<file path="src/rtl/fence_sequencer_if.sv">
// cache_control_if: handshake bundle between the pipeline and the caches/TLBs.
//   pipeline modport : drives the clear/flush/fence request lines, samples dones
//   cache modport    : the cache/TLB side of the same handshakes
// dcache_reserve/dcache_exclusive travel with the bundle but are owned by the
// load/store side, not by the fence sequencer.
interface cache_control_if;
  logic icache_clear;
  logic icache_flush;
  logic dcache_clear;
  logic dcache_flush;
  logic itlb_fence;
  logic dtlb_fence;
  logic dflush_done;
  logic iclear_done;
  logic itlb_fence_done;
  logic dtlb_fence_done;
  logic dcache_reserve;
  logic dcache_exclusive;

  modport pipeline (
    output icache_clear, icache_flush, dcache_clear, dcache_flush,
    output itlb_fence, dtlb_fence,
    input  dflush_done, iclear_done, itlb_fence_done, dtlb_fence_done
  );

  modport cache (
    input  icache_clear, icache_flush, dcache_clear, dcache_flush,
    input  itlb_fence, dtlb_fence, dcache_reserve, dcache_exclusive,
    output dflush_done, iclear_done, itlb_fence_done, dtlb_fence_done
  );
endinterface

</file>
<file path="src/rtl/fence_sequencer.sv">
// fence_sequencer: turns FENCE / FENCE.I / SFENCE.VMA requests from execute
// into an ordered DFLUSH -> ICLEAR -> TLB handshake sequence on cache_control_if
// and reports completion (or a per-phase watchdog timeout) to the hazard unit.
// Ports:
//   CLK, nRST       clock, asynchronous active-low reset
//   fence_req       FENCE request, level, held until fence_done
//   fence_i_req     FENCE.I request, level, held until fence_done
//   sfence_vma_req  SFENCE.VMA request, level, held until fence_done
//   cc_if           cache_control_if.pipeline handshake bundle
//   busy            sequence in progress (stall fetch/decode)
//   fence_done      one-cycle completion pulse
//   fence_err       one-cycle pulse with fence_done when a phase timed out
module fence_sequencer #(
  parameter bit          DCACHE_PRESENT  = 1'b1,
  parameter bit          ICACHE_PRESENT  = 1'b1,
  parameter bit          TLB_PRESENT     = 1'b1,
  parameter int unsigned WATCHDOG_CYCLES = 1024
) (
  input  logic             CLK,
  input  logic             nRST,
  input  logic             fence_req,
  input  logic             fence_i_req,
  input  logic             sfence_vma_req,
  cache_control_if.pipeline cc_if,
  output logic             busy,
  output logic             fence_done,
  output logic             fence_err
);

  localparam logic [2:0] S_IDLE   = 3'd0;
  localparam logic [2:0] S_DFLUSH = 3'd1;
  localparam logic [2:0] S_ICLEAR = 3'd2;
  localparam logic [2:0] S_TLB    = 3'd3;
  localparam logic [2:0] S_DONE   = 3'd4;

  localparam bit          WD_EN       = (WATCHDOG_CYCLES != 0);
  localparam int unsigned WDW         = WD_EN ? $clog2(WATCHDOG_CYCLES + 1) : 1;
  localparam int unsigned WD_LAST_INT = WD_EN ? WATCHDOG_CYCLES - 1 : 0;
  localparam int unsigned WD_ONE_INT  = 1;
  localparam logic [WDW-1:0] WD_LAST  = WD_LAST_INT[WDW-1:0];
  localparam logic [WDW-1:0] WD_ONE   = WD_ONE_INT[WDW-1:0];

  logic [2:0]     state_q, state_d;
  logic           pend_dc_q, pend_dc_d;
  logic           pend_ic_q, pend_ic_d;
  logic           pend_tlb_q, pend_tlb_d;
  logic           holdoff_q, holdoff_d;
  logic           iseen_q, iseen_d;
  logic           dseen_q, dseen_d;
  logic [WDW-1:0] wd_cnt_q, wd_cnt_d;
  logic           dflush_q, dflush_d;
  logic           iclear_q, iclear_d;
  logic           itlb_q, itlb_d;
  logic           dtlb_q, dtlb_d;
  logic           busy_q, busy_d;
  logic           done_q, done_d;
  logic           err_q, err_d;

  logic           any_req_s, req_dc_s, req_ic_s, req_tlb_s;
  logic           wd_expire_s, i_all_s, d_all_s;

  // First phase (in DFLUSH, ICLEAR, TLB order) whose flag is set, else DONE.
  function automatic logic [2:0] first_phase(input logic dc, input logic ic, input logic tlb);
    logic [2:0] s;
    if (dc) begin
      s = S_DFLUSH;
    end else if (ic) begin
      s = S_ICLEAR;
    end else if (tlb) begin
      s = S_TLB;
    end else begin
      s = S_DONE;
    end
    return s;
  endfunction

  assign any_req_s   = fence_req | fence_i_req | sfence_vma_req;
  assign req_dc_s    = DCACHE_PRESENT & (fence_req | fence_i_req);
  assign req_ic_s    = ICACHE_PRESENT & fence_i_req;
  assign req_tlb_s   = TLB_PRESENT & sfence_vma_req;
  assign wd_expire_s = WD_EN && (wd_cnt_q == WD_LAST);
  // TLB done flags are sticky: a done seen earlier in the phase still counts.
  assign i_all_s     = iseen_q | cc_if.itlb_fence_done;
  assign d_all_s     = dseen_q | cc_if.dtlb_fence_done;

  // Next-state, pending-flag, watchdog and output-register computation.
  always_comb begin
    state_d    = state_q;
    pend_dc_d  = pend_dc_q;
    pend_ic_d  = pend_ic_q;
    pend_tlb_d = pend_tlb_q;
    holdoff_d  = 1'b0;
    iseen_d    = iseen_q;
    dseen_d    = dseen_q;
    wd_cnt_d   = wd_cnt_q;
    err_d      = 1'b0;

    case (state_q)
      S_IDLE: begin
        // holdoff_q covers the cycle after DONE, when a stale request may still be high.
        if (!holdoff_q && any_req_s) begin
          pend_dc_d  = req_dc_s;
          pend_ic_d  = req_ic_s;
          pend_tlb_d = req_tlb_s;
          state_d    = first_phase(req_dc_s, req_ic_s, req_tlb_s);
        end else begin
          state_d = S_IDLE;
        end
      end
      S_DFLUSH: begin
        if (cc_if.dflush_done) begin
          pend_dc_d = 1'b0;
          state_d   = first_phase(1'b0, pend_ic_q, pend_tlb_q);
        end else if (wd_expire_s) begin
          pend_dc_d  = 1'b0;
          pend_ic_d  = 1'b0;
          pend_tlb_d = 1'b0;
          err_d      = 1'b1;
          state_d    = S_DONE;
        end else begin
          wd_cnt_d = wd_cnt_q + WD_ONE;
        end
      end
      S_ICLEAR: begin
        if (cc_if.iclear_done) begin
          pend_ic_d = 1'b0;
          state_d   = first_phase(1'b0, 1'b0, pend_tlb_q);
        end else if (wd_expire_s) begin
          pend_dc_d  = 1'b0;
          pend_ic_d  = 1'b0;
          pend_tlb_d = 1'b0;
          err_d      = 1'b1;
          state_d    = S_DONE;
        end else begin
          wd_cnt_d = wd_cnt_q + WD_ONE;
        end
      end
      S_TLB: begin
        iseen_d = i_all_s;
        dseen_d = d_all_s;
        if (i_all_s && d_all_s) begin
          pend_tlb_d = 1'b0;
          state_d    = S_DONE;
        end else if (wd_expire_s) begin
          pend_dc_d  = 1'b0;
          pend_ic_d  = 1'b0;
          pend_tlb_d = 1'b0;
          err_d      = 1'b1;
          state_d    = S_DONE;
        end else begin
          wd_cnt_d = wd_cnt_q + WD_ONE;
        end
      end
      S_DONE: begin
        // DONE is held until the fence_done pulse has actually been emitted;
        // the direct IDLE->DONE path therefore spends one extra cycle here.
        if (done_q) begin
          state_d   = S_IDLE;
          holdoff_d = 1'b1;
        end else begin
          state_d = S_DONE;
        end
      end
      default: begin
        state_d    = S_IDLE;
        pend_dc_d  = 1'b0;
        pend_ic_d  = 1'b0;
        pend_tlb_d = 1'b0;
      end
    endcase

    // Watchdog and sticky TLB flags restart on every phase entry.
    if (state_d != state_q) begin
      wd_cnt_d = '0;
      iseen_d  = 1'b0;
      dseen_d  = 1'b0;
    end else begin
      wd_cnt_d = wd_cnt_d;
    end

    dflush_d = (state_d == S_DFLUSH);
    iclear_d = (state_d == S_ICLEAR);
    itlb_d   = (state_d == S_TLB) && !iseen_d;
    dtlb_d   = (state_d == S_TLB) && !dseen_d;
    busy_d   = (state_d != S_IDLE);
    done_d   = (state_d == S_DONE) && (state_q != S_IDLE);
  end

  // State, flags, watchdog counter and registered outputs.
  always_ff @(posedge CLK or negedge nRST) begin
    if (!nRST) begin
      state_q    <= S_IDLE;
      pend_dc_q  <= 1'b0;
      pend_ic_q  <= 1'b0;
      pend_tlb_q <= 1'b0;
      holdoff_q  <= 1'b0;
      iseen_q    <= 1'b0;
      dseen_q    <= 1'b0;
      wd_cnt_q   <= '0;
      dflush_q   <= 1'b0;
      iclear_q   <= 1'b0;
      itlb_q     <= 1'b0;
      dtlb_q     <= 1'b0;
      busy_q     <= 1'b0;
      done_q     <= 1'b0;
      err_q      <= 1'b0;
    end else begin
      state_q    <= state_d;
      pend_dc_q  <= pend_dc_d;
      pend_ic_q  <= pend_ic_d;
      pend_tlb_q <= pend_tlb_d;
      holdoff_q  <= holdoff_d;
      iseen_q    <= iseen_d;
      dseen_q    <= dseen_d;
      wd_cnt_q   <= wd_cnt_d;
      dflush_q   <= dflush_d;
      iclear_q   <= iclear_d;
      itlb_q     <= itlb_d;
      dtlb_q     <= dtlb_d;
      busy_q     <= busy_d;
      done_q     <= done_d;
      err_q      <= err_d;
    end
  end

  assign cc_if.dcache_flush = dflush_q;
  assign cc_if.icache_clear = iclear_q;
  assign cc_if.itlb_fence   = itlb_q;
  assign cc_if.dtlb_fence   = dtlb_q;
  assign cc_if.icache_flush = 1'b0;
  assign cc_if.dcache_clear = 1'b0;
  assign busy               = busy_q;
  assign fence_done         = done_q;
  assign fence_err          = err_q;

endmodule

</file>
<file path="src/flat_wrapper.sv">
// flat-port wrapper written by rule: the top's interface ports become plain ports
module fence_sequencer_flat 
#(
  parameter bit          DCACHE_PRESENT  = 1'b1,
  parameter bit          ICACHE_PRESENT  = 1'b1,
  parameter bit          TLB_PRESENT     = 1'b1,
  parameter int unsigned WATCHDOG_CYCLES = 1024
)
  (CLK, nRST, fence_req, fence_i_req, sfence_vma_req, busy, fence_done, fence_err, cc_if_icache_clear, cc_if_icache_flush, cc_if_dcache_clear, cc_if_dcache_flush, cc_if_itlb_fence, cc_if_dtlb_fence, cc_if_dflush_done, cc_if_iclear_done, cc_if_itlb_fence_done, cc_if_dtlb_fence_done);
  cache_control_if cc_if_i ();
  input  logic CLK;
  input  logic nRST;
  input  logic fence_req;
  input  logic fence_i_req;
  input  logic sfence_vma_req;
  output logic busy;
  output logic fence_done;
  output logic fence_err;
  output wire logic [$bits(cc_if_i.icache_clear)-1:0] cc_if_icache_clear;
  output wire logic [$bits(cc_if_i.icache_flush)-1:0] cc_if_icache_flush;
  output wire logic [$bits(cc_if_i.dcache_clear)-1:0] cc_if_dcache_clear;
  output wire logic [$bits(cc_if_i.dcache_flush)-1:0] cc_if_dcache_flush;
  output wire logic [$bits(cc_if_i.itlb_fence)-1:0] cc_if_itlb_fence;
  output wire logic [$bits(cc_if_i.dtlb_fence)-1:0] cc_if_dtlb_fence;
  input wire logic [$bits(cc_if_i.dflush_done)-1:0] cc_if_dflush_done;
  input wire logic [$bits(cc_if_i.iclear_done)-1:0] cc_if_iclear_done;
  input wire logic [$bits(cc_if_i.itlb_fence_done)-1:0] cc_if_itlb_fence_done;
  input wire logic [$bits(cc_if_i.dtlb_fence_done)-1:0] cc_if_dtlb_fence_done;
  assign cc_if_icache_clear = cc_if_i.icache_clear;
  assign cc_if_icache_flush = cc_if_i.icache_flush;
  assign cc_if_dcache_clear = cc_if_i.dcache_clear;
  assign cc_if_dcache_flush = cc_if_i.dcache_flush;
  assign cc_if_itlb_fence = cc_if_i.itlb_fence;
  assign cc_if_dtlb_fence = cc_if_i.dtlb_fence;
  assign cc_if_i.dflush_done = cc_if_dflush_done;
  assign cc_if_i.iclear_done = cc_if_iclear_done;
  assign cc_if_i.itlb_fence_done = cc_if_itlb_fence_done;
  assign cc_if_i.dtlb_fence_done = cc_if_dtlb_fence_done;
  fence_sequencer #(.DCACHE_PRESENT(DCACHE_PRESENT), .ICACHE_PRESENT(ICACHE_PRESENT), .TLB_PRESENT(TLB_PRESENT), .WATCHDOG_CYCLES(WATCHDOG_CYCLES)) u_core (.CLK(CLK), .nRST(nRST), .fence_req(fence_req), .fence_i_req(fence_i_req), .sfence_vma_req(sfence_vma_req), .cc_if(cc_if_i), .busy(busy), .fence_done(fence_done), .fence_err(fence_err));
endmodule
</file>
<file path="config.mk">
export PLATFORM = sky130hd
export DESIGN_NAME = fence_sequencer_flat
export DESIGN_NICKNAME = d
export VERILOG_FILES = /design/src/rtl/fence_sequencer_if.sv /design/src/rtl/fence_sequencer.sv /design/src/flat_wrapper.sv
export SDC_FILE = /design/constraint.sdc
export NUM_CORES = 1
export LEC_CHECK = 0
export ABC_CLOCK_PERIOD_IN_PS = 5900
export CAP_MARGIN = 20
export CORE_ASPECT_RATIO = 0.6
export CORE_MARGIN = 2
export CORE_UTILIZATION = 45
export DETAILED_ROUTE_END_ITERATION = 12
export GPL_ROUTABILITY_DRIVEN = 1
export GPL_TIMING_DRIVEN = 0
export PLACE_DENSITY_LB_ADDON = 0.3
export RECOVER_POWER = 50
export SKIP_LAST_GASP = 1
export SLEW_MARGIN = 10
export SYNTH_ARGS = -nofsm -noshare
export SYNTH_HDL_FRONTEND = slang
export SYNTH_SLANG_ARGS = --single-unit
</file>
<file path="constraint.sdc">
create_clock -name CLK -period 5.9 [get_ports CLK]
set_input_delay 0.59 -clock CLK [delete_from_list [all_inputs] [get_ports CLK]]
set_output_delay 0.59 -clock CLK [all_outputs]
set_load 0.02 [all_outputs]
</file>
* Word level (Yosys, flattened, before mapping)
Cells that the tools add are included.
** Operators by class
- Add/subtract/negate cells :: 1
- Bitwise logic cells :: 5
- Multipliers :: 0
- Order comparisons :: 0
- Equality and inequality tests :: 17
- Muxes and demuxes :: 41
- Reduce and logical (&&, ||, !) cells :: 15
- Shifts and indexed selects :: 0
- Divide/modulo/power cells :: 0
** Operators by type and width (number)
- $mux W11 :: 5
- $mux W3 :: 11
- $pmux W11 S3 :: 1
- $mux W1 :: 20
- $pmux W3 S5 :: 1
- $eq A3 B2 Y1 const B :: 4
- $reduce_and A4 Y1 :: 3
- $add A11 B1 Y11 const B :: 1
- $eq A11 B10 Y1 const B :: 1
- $pmux W1 S5 :: 2
- $eq A3 B1 Y1 const B :: 2
- $eq A3 B3 Y1 const B :: 2
- $ne A2 B2 Y1 const B :: 3
- $ne A3 B2 Y1 const B :: 2
- $reduce_bool A3 Y1 :: 2
- $logic_and A1 B1 Y1 :: 5
- $or A1 B1 Y1 :: 4
- $reduce_bool A4 Y1 :: 1
- $logic_not A1 Y1 :: 3
- $logic_not A3 Y1 :: 1
- $ne A3 B3 Y1 :: 1
- $ne A3 B3 Y1 const B :: 1
- $pmux W1 S3 :: 1
- $ne A2 B1 Y1 const B :: 1
- $not A1 Y1 :: 1
** Word-level totals
- RAM bits :: 0
- Output and inout bits :: 9
- Bits in read-only memories :: 0
- Logic and storage cells :: 93
- Memories kept :: 0
- Latch bits :: 0
- Bits in registers :: 26

* Logic depth before layout (Yosys ltp)
- Depth in word-level cells :: 9
- Mapped depth :: 8
- Depth with buffers taken out :: 6

* Least setup slack after synthesis
No wires, ideal clock.
- Kind :: input port to flip-flop
- Start :: in cc_if_dflush_done
- End :: reg u_core.busy_q (netlist: u_core.busy)
- Cell stages on the path :: 5
- Data arrival time :: 1.998 ns
- Slack :: 3.771 ns
- Cell sequence :: and2b_4 > a221oi_4 > nor2_2 > a221o_1 > or3_1
** Between the ends
- Word-level cells in the longest chain between the ends :: 3
** Ends and longest elaborated chain
- start: declaration :: RTL line flat_wrapper.sv:25 : input wire logic [$bits(cc_if_i.dflush_done)-1:0] cc_if_dflush_done;
- $mux W3 :: RTL line fence_sequencer.sv:111 : if (cc_if.dflush_done) begin
- $pmux W3 S5 :: RTL line fence_sequencer.sv:98 : case (state_q)
- via u_core.state_d[0] :: RTL line fence_sequencer.sv:43 : logic [2:0] state_q, state_d;
- $reduce_bool A3 Y1 :: RTL line fence_sequencer.sv:185 : busy_d = (state_d != S_IDLE);
- via u_core.busy_d :: RTL line fence_sequencer.sv:55 : logic busy_q, busy_d;
- end signal: assignment :: RTL line fence_sequencer.sv:220 : busy_q <= busy_d;
- end: declaration :: RTL line fence_sequencer.sv:55
The timed path passes the listed nets, and every way through them passes these cells.
A chain may end at the register's enable or synchronous reset.

* Worst setup path in the final report
- Start :: reg u_core.state_q[0]
- End :: reg u_core.wd_cnt_q[2]
** Between the ends
- Word-level cells in the longest chain between the ends :: 6
- Elaborated cells between the ends (all ways) :: 18
- Those cells by class :: 8 x eq/ne; 7 x mux; 3 x reduce/logical
** Ends and longest elaborated chain
- start: declaration :: RTL line fence_sequencer.sv:43
- start signal: assignment :: RTL line fence_sequencer.sv:208 : state_q <= state_d;
- $mux W3 :: RTL line fence_sequencer.sv:114, fence_sequencer.sv:128, fence_sequencer.sv:144
- $mux W3 (on tied branches) :: RTL line fence_sequencer.sv:141, fence_sequencer.sv:111, fence_sequencer.sv:125
- $pmux W3 S5 :: RTL line fence_sequencer.sv:98
- $ne A3 B3 Y1 :: RTL line fence_sequencer.sv:173 : if (state_d != state_q) begin
- $ne A3 B3 Y1 (no source line) (tied with other cells)
- $reduce_and A4 Y1 (no source line)
- end signal: assignment :: RTL line fence_sequencer.sv:215 : wd_cnt_q <= wd_cnt_d;
- end: declaration :: RTL line fence_sequencer.sv:50 : logic [WDW-1:0] wd_cnt_q, wd_cnt_d;
Several ways; a longest one is shown, not always the timed one.

==> summary.md <==
| Metric | Value |
|---|---|
| Layout cell share with drive strength beyond 1 | 11.5% |
| Layout area overhead | 18.3% |
| Critical path cell sequence | clkbuf_1 -> o221ai_1 -> nand3b_1 -> a2bb2oi_2 -> mux2i_1 -> buf_2 -> nor4_1 |
| Worst reg2reg path startpoint | u_core.state_q[0] |
| Leak Pwr | 0.706 nW |
| Sequential fraction of the synthesis area | 42.2% |
| Critical path type | flop to flop |
| CP Max Fanout | 10 |
| Via count | 1372 |
| P per Cell Area | 471 mW/mm² |
| Post-synth top area share | 42.2% |
| R2R Path End | u_core.wd_cnt_q[2] |
| Total Routed Length | 3830 µm |
| Crit share post-route | 46.5% |
| Setup crit start | u_core.state_q[0] |
| Layout Utilization | 55.8% |
| Flops & latches, synth | 26 |
| Yosys top cell by area | dfrtp_1 |
| All-Layer GR Usage | 21.7% |
| HP Class | flop to flop |
| Post-route cell area | 0.00182 mm² |
| Synth top area cells | dfrtp_1 42%, nor4_1 6.5%, xnor2_1 4.5% |
| Row count | 16 |
| Clock Latency Late Sink | 280 ps |
| Hold buffers post-CTS | 0 |
| Post-synth EDFFs | 0 |
| Netlist Area Pre-Place | 0.00154 mm² |
| First-pass GRT wire length | 6540 µm |
| CTS Buffer Depth | 2 |
| CTS tree | yes |
| Cell family with most CP delay | buffers and inverters |
| CP arrival | 2880 ps |
| Maximum vdd drop | 0.282 mV |
| Setup WS post-layout | 3160 ps |
| Fmax | 365 MHz |
| Htree depth | 1 |
| Placer congestion estimate | 0.926 |
| Type of origin of the critical path | flop |
| Initial DRC count | 201 |
| Clk sink count | 26 |
| Largest net degree at the start of global routing | 17 |
| Worst path max stage delay | 520 ps |
| Setup TNS Final | 0 ps |
| Pre-antenna DRT Iters | 5 |
| Critical path endpoint | u_core.wd_cnt_q[2] |
| Critical Path Sink Type | flop |
| Final ANT Viol Nets | 0 |
| # IOs | 18 |
| Core ar. | 0.00326 mm² |
| Placed cell areas | 0.00177 mm² |
| RSZ-0062 raised after global routing | no |
| CP max stage cell | mux2i_1 |
| FF-to-FF path depth | 7 |
| CP Buf/Inv Count | 2 |
| Max cap viols | 0 |
| Nets | 185 |
| PortBufs | 15 |
| Post-synth cell types | 50 |
| Endpoints failing setup | 0 |
| Full die area | 0.00392 mm² |
| Max-slew violation count | 0 |
| Synth Instances | 153 |
| HPWL Detailed | 2860 µm |
| Layout Skew | 3.58 ps |
| CTS resizes | 0 |
| Top flop regs | u_core.wd_cnt_q x11, u_core.state_q x3 |
| Inserted Clock Buffers | 3 |
| Power, Total | 0.000857 W |
| Minimum clock period | 2740 ps |
| Worst Max-Slew Pin Slew | 719 ps |
| Main synth FF type | dfrtp_1 |
| Diodes inserted | 0 |
| Max reg flops | 11 |
| Die Ht | 49.3 µm |
| Outcome | completed |
| WL per Instance | 17.5 µm |
| Root buffer cell | clkbuf_8 |
| CTS clk-pin slew, worst paths | 90 ps |
| DRC | 0 |
| Number of global-route vias before repair | 1283 |
| Vias per cell | 6.26 |
| Initial Util | 47.2% |
| Final hold viol count | 0 |
| Crit. path cell count | 7 |
| Largest Register | u_core.wd_cnt_q |
| # Post-CTS Setup Buffers | 0 |
| R2R Setup Slk | 3160 ps |
| CP Data Required Time | 6040 ps |
| Synth warn | 0 |
| Post-place setup slack | 2970 ps |
| Grt ovf | 0 |
| Avg Cell Area, Syn | 10.1 µm² |
| Synth async-reset ratio | 100% |
| Worst rel slew slack | 51.9% |
| Die extent in x | 79.5 µm |
| Initial antenna violation count | 0 |
-- through the flow --
step	std cells	hold slack, ps
finish	219	543
global route	219	586
CTS	219	544
detailed placement	215	526
global placement	214	509
floorplan	154	294
-- worst reg2reg max path, delay by kind of cell (launching register included) --
family	cells	cell delay, ps
buffers and inverters	2	740
AOI/OAI and AO/OA	2	590
muxes	1	520
DFF	1	480
and+or+nand+nor	2	280
-- cell usage in the layout, fill, tap and decap left out, drive strengths merged, types with 2 or more instances in the layout --
master / instances
o41ai: 3
or2: 2
nand2: 6
nor2b: 3
conb: 2
nor2: 6
dlygate4sd3: 3
nor4b: 2
o21ai: 2
dfrtp: 26
mux2i: 2
nand3b: 4
nor4: 16
nor3: 10
nand3: 10
o311a: 2
clkbuf: 8
nand4: 3
a221o: 3
clkdlybuf4s50: 12
a21oi: 6
nor3b: 2
xnor2: 8
inv: 2
or3: 2
buf: 7
-- layer usage --
| layer | vias to the layer above | global-route usage (%) | wire length (µm) |
|---|---|---|---|
| li1 | 632 | - | - |
| met1 | 671 | 34.0 | 1890 |
| met2 | 67 | 29.7 | 1600 |
| met3 | 2 | 6.30 | 332 |
| met4 | 0 | 3.45 | 13 |
| met5 | - | 0 | 0 |
-- cells by family (layout without fill, tap and decap cells) --
logic type	count (synthesis)	count (layout)	share of synthesized area [%]
other	1	2	0.243
AO/OA/AOI/OAI	29	29	16.2
multiplexers	2	2	1.30
buffers and inverters	13	33	5.28
AND/OR/NAND/NOR	72	72	28.8
flip-flops	26	26	42.2
XOR/XNOR	9	9	5.12
adder cells (fa/ha/maj)	1	1	0.812
-- how the worst min path moves through the flow --
stage	start	endpoint	slack (ps)	cells past startpoint
2_1_floorplan	nRST	u_core.busy	290	0
3_3_place_gp	u_core.wd_cnt_q[10]	u_core.wd_cnt_q[10]	510	2
3_5_place_dp	u_core.wd_cnt_q[10]	u_core.wd_cnt_q[10]	530	2
4_1_cts	u_core.wd_cnt_q[10]	u_core.wd_cnt_q[10]	540	2
5_1_grt	u_core.wd_cnt_q[10]	u_core.wd_cnt_q[10]	590	2
6_report	u_core.wd_cnt_q[10]	u_core.wd_cnt_q[10]	540	2
-- cells in the mapped netlist (3+ instances only) --
library cell / instances
nand4_1: 3
dfrtp_1: 26
a21oi_1: 6
nor2b_1: 3
clkbuf_1: 3
nand2_1: 6
nand3b_1: 4
nand3_1: 8
o41ai_1: 3
nor3_1: 10
a221o_1: 3
nor2_1: 5
xnor2_1: 8
nor4_1: 16
buf_4: 4
-- power breakdown --
part           switching (W)  internal [W]
clock network      0.0000582     0.0000909
logic               0.000287      0.000173
registers          0.0000341      0.000215
-- layout make-up --
class / instances / area [µm²]
multi-input combinational: 115 / 812
sequential: 26 / 651
fill: 299 / 1440
buffer: 11 / 70.1
tap: 45 / 56.3
inverter: 2 / 7.51
clock inverter: 1 / 30.0
clock buffer: 3 / 41.3
timing repair buffer: 16 / 154
Note: power is estimated with default switching activity, not from simulation.
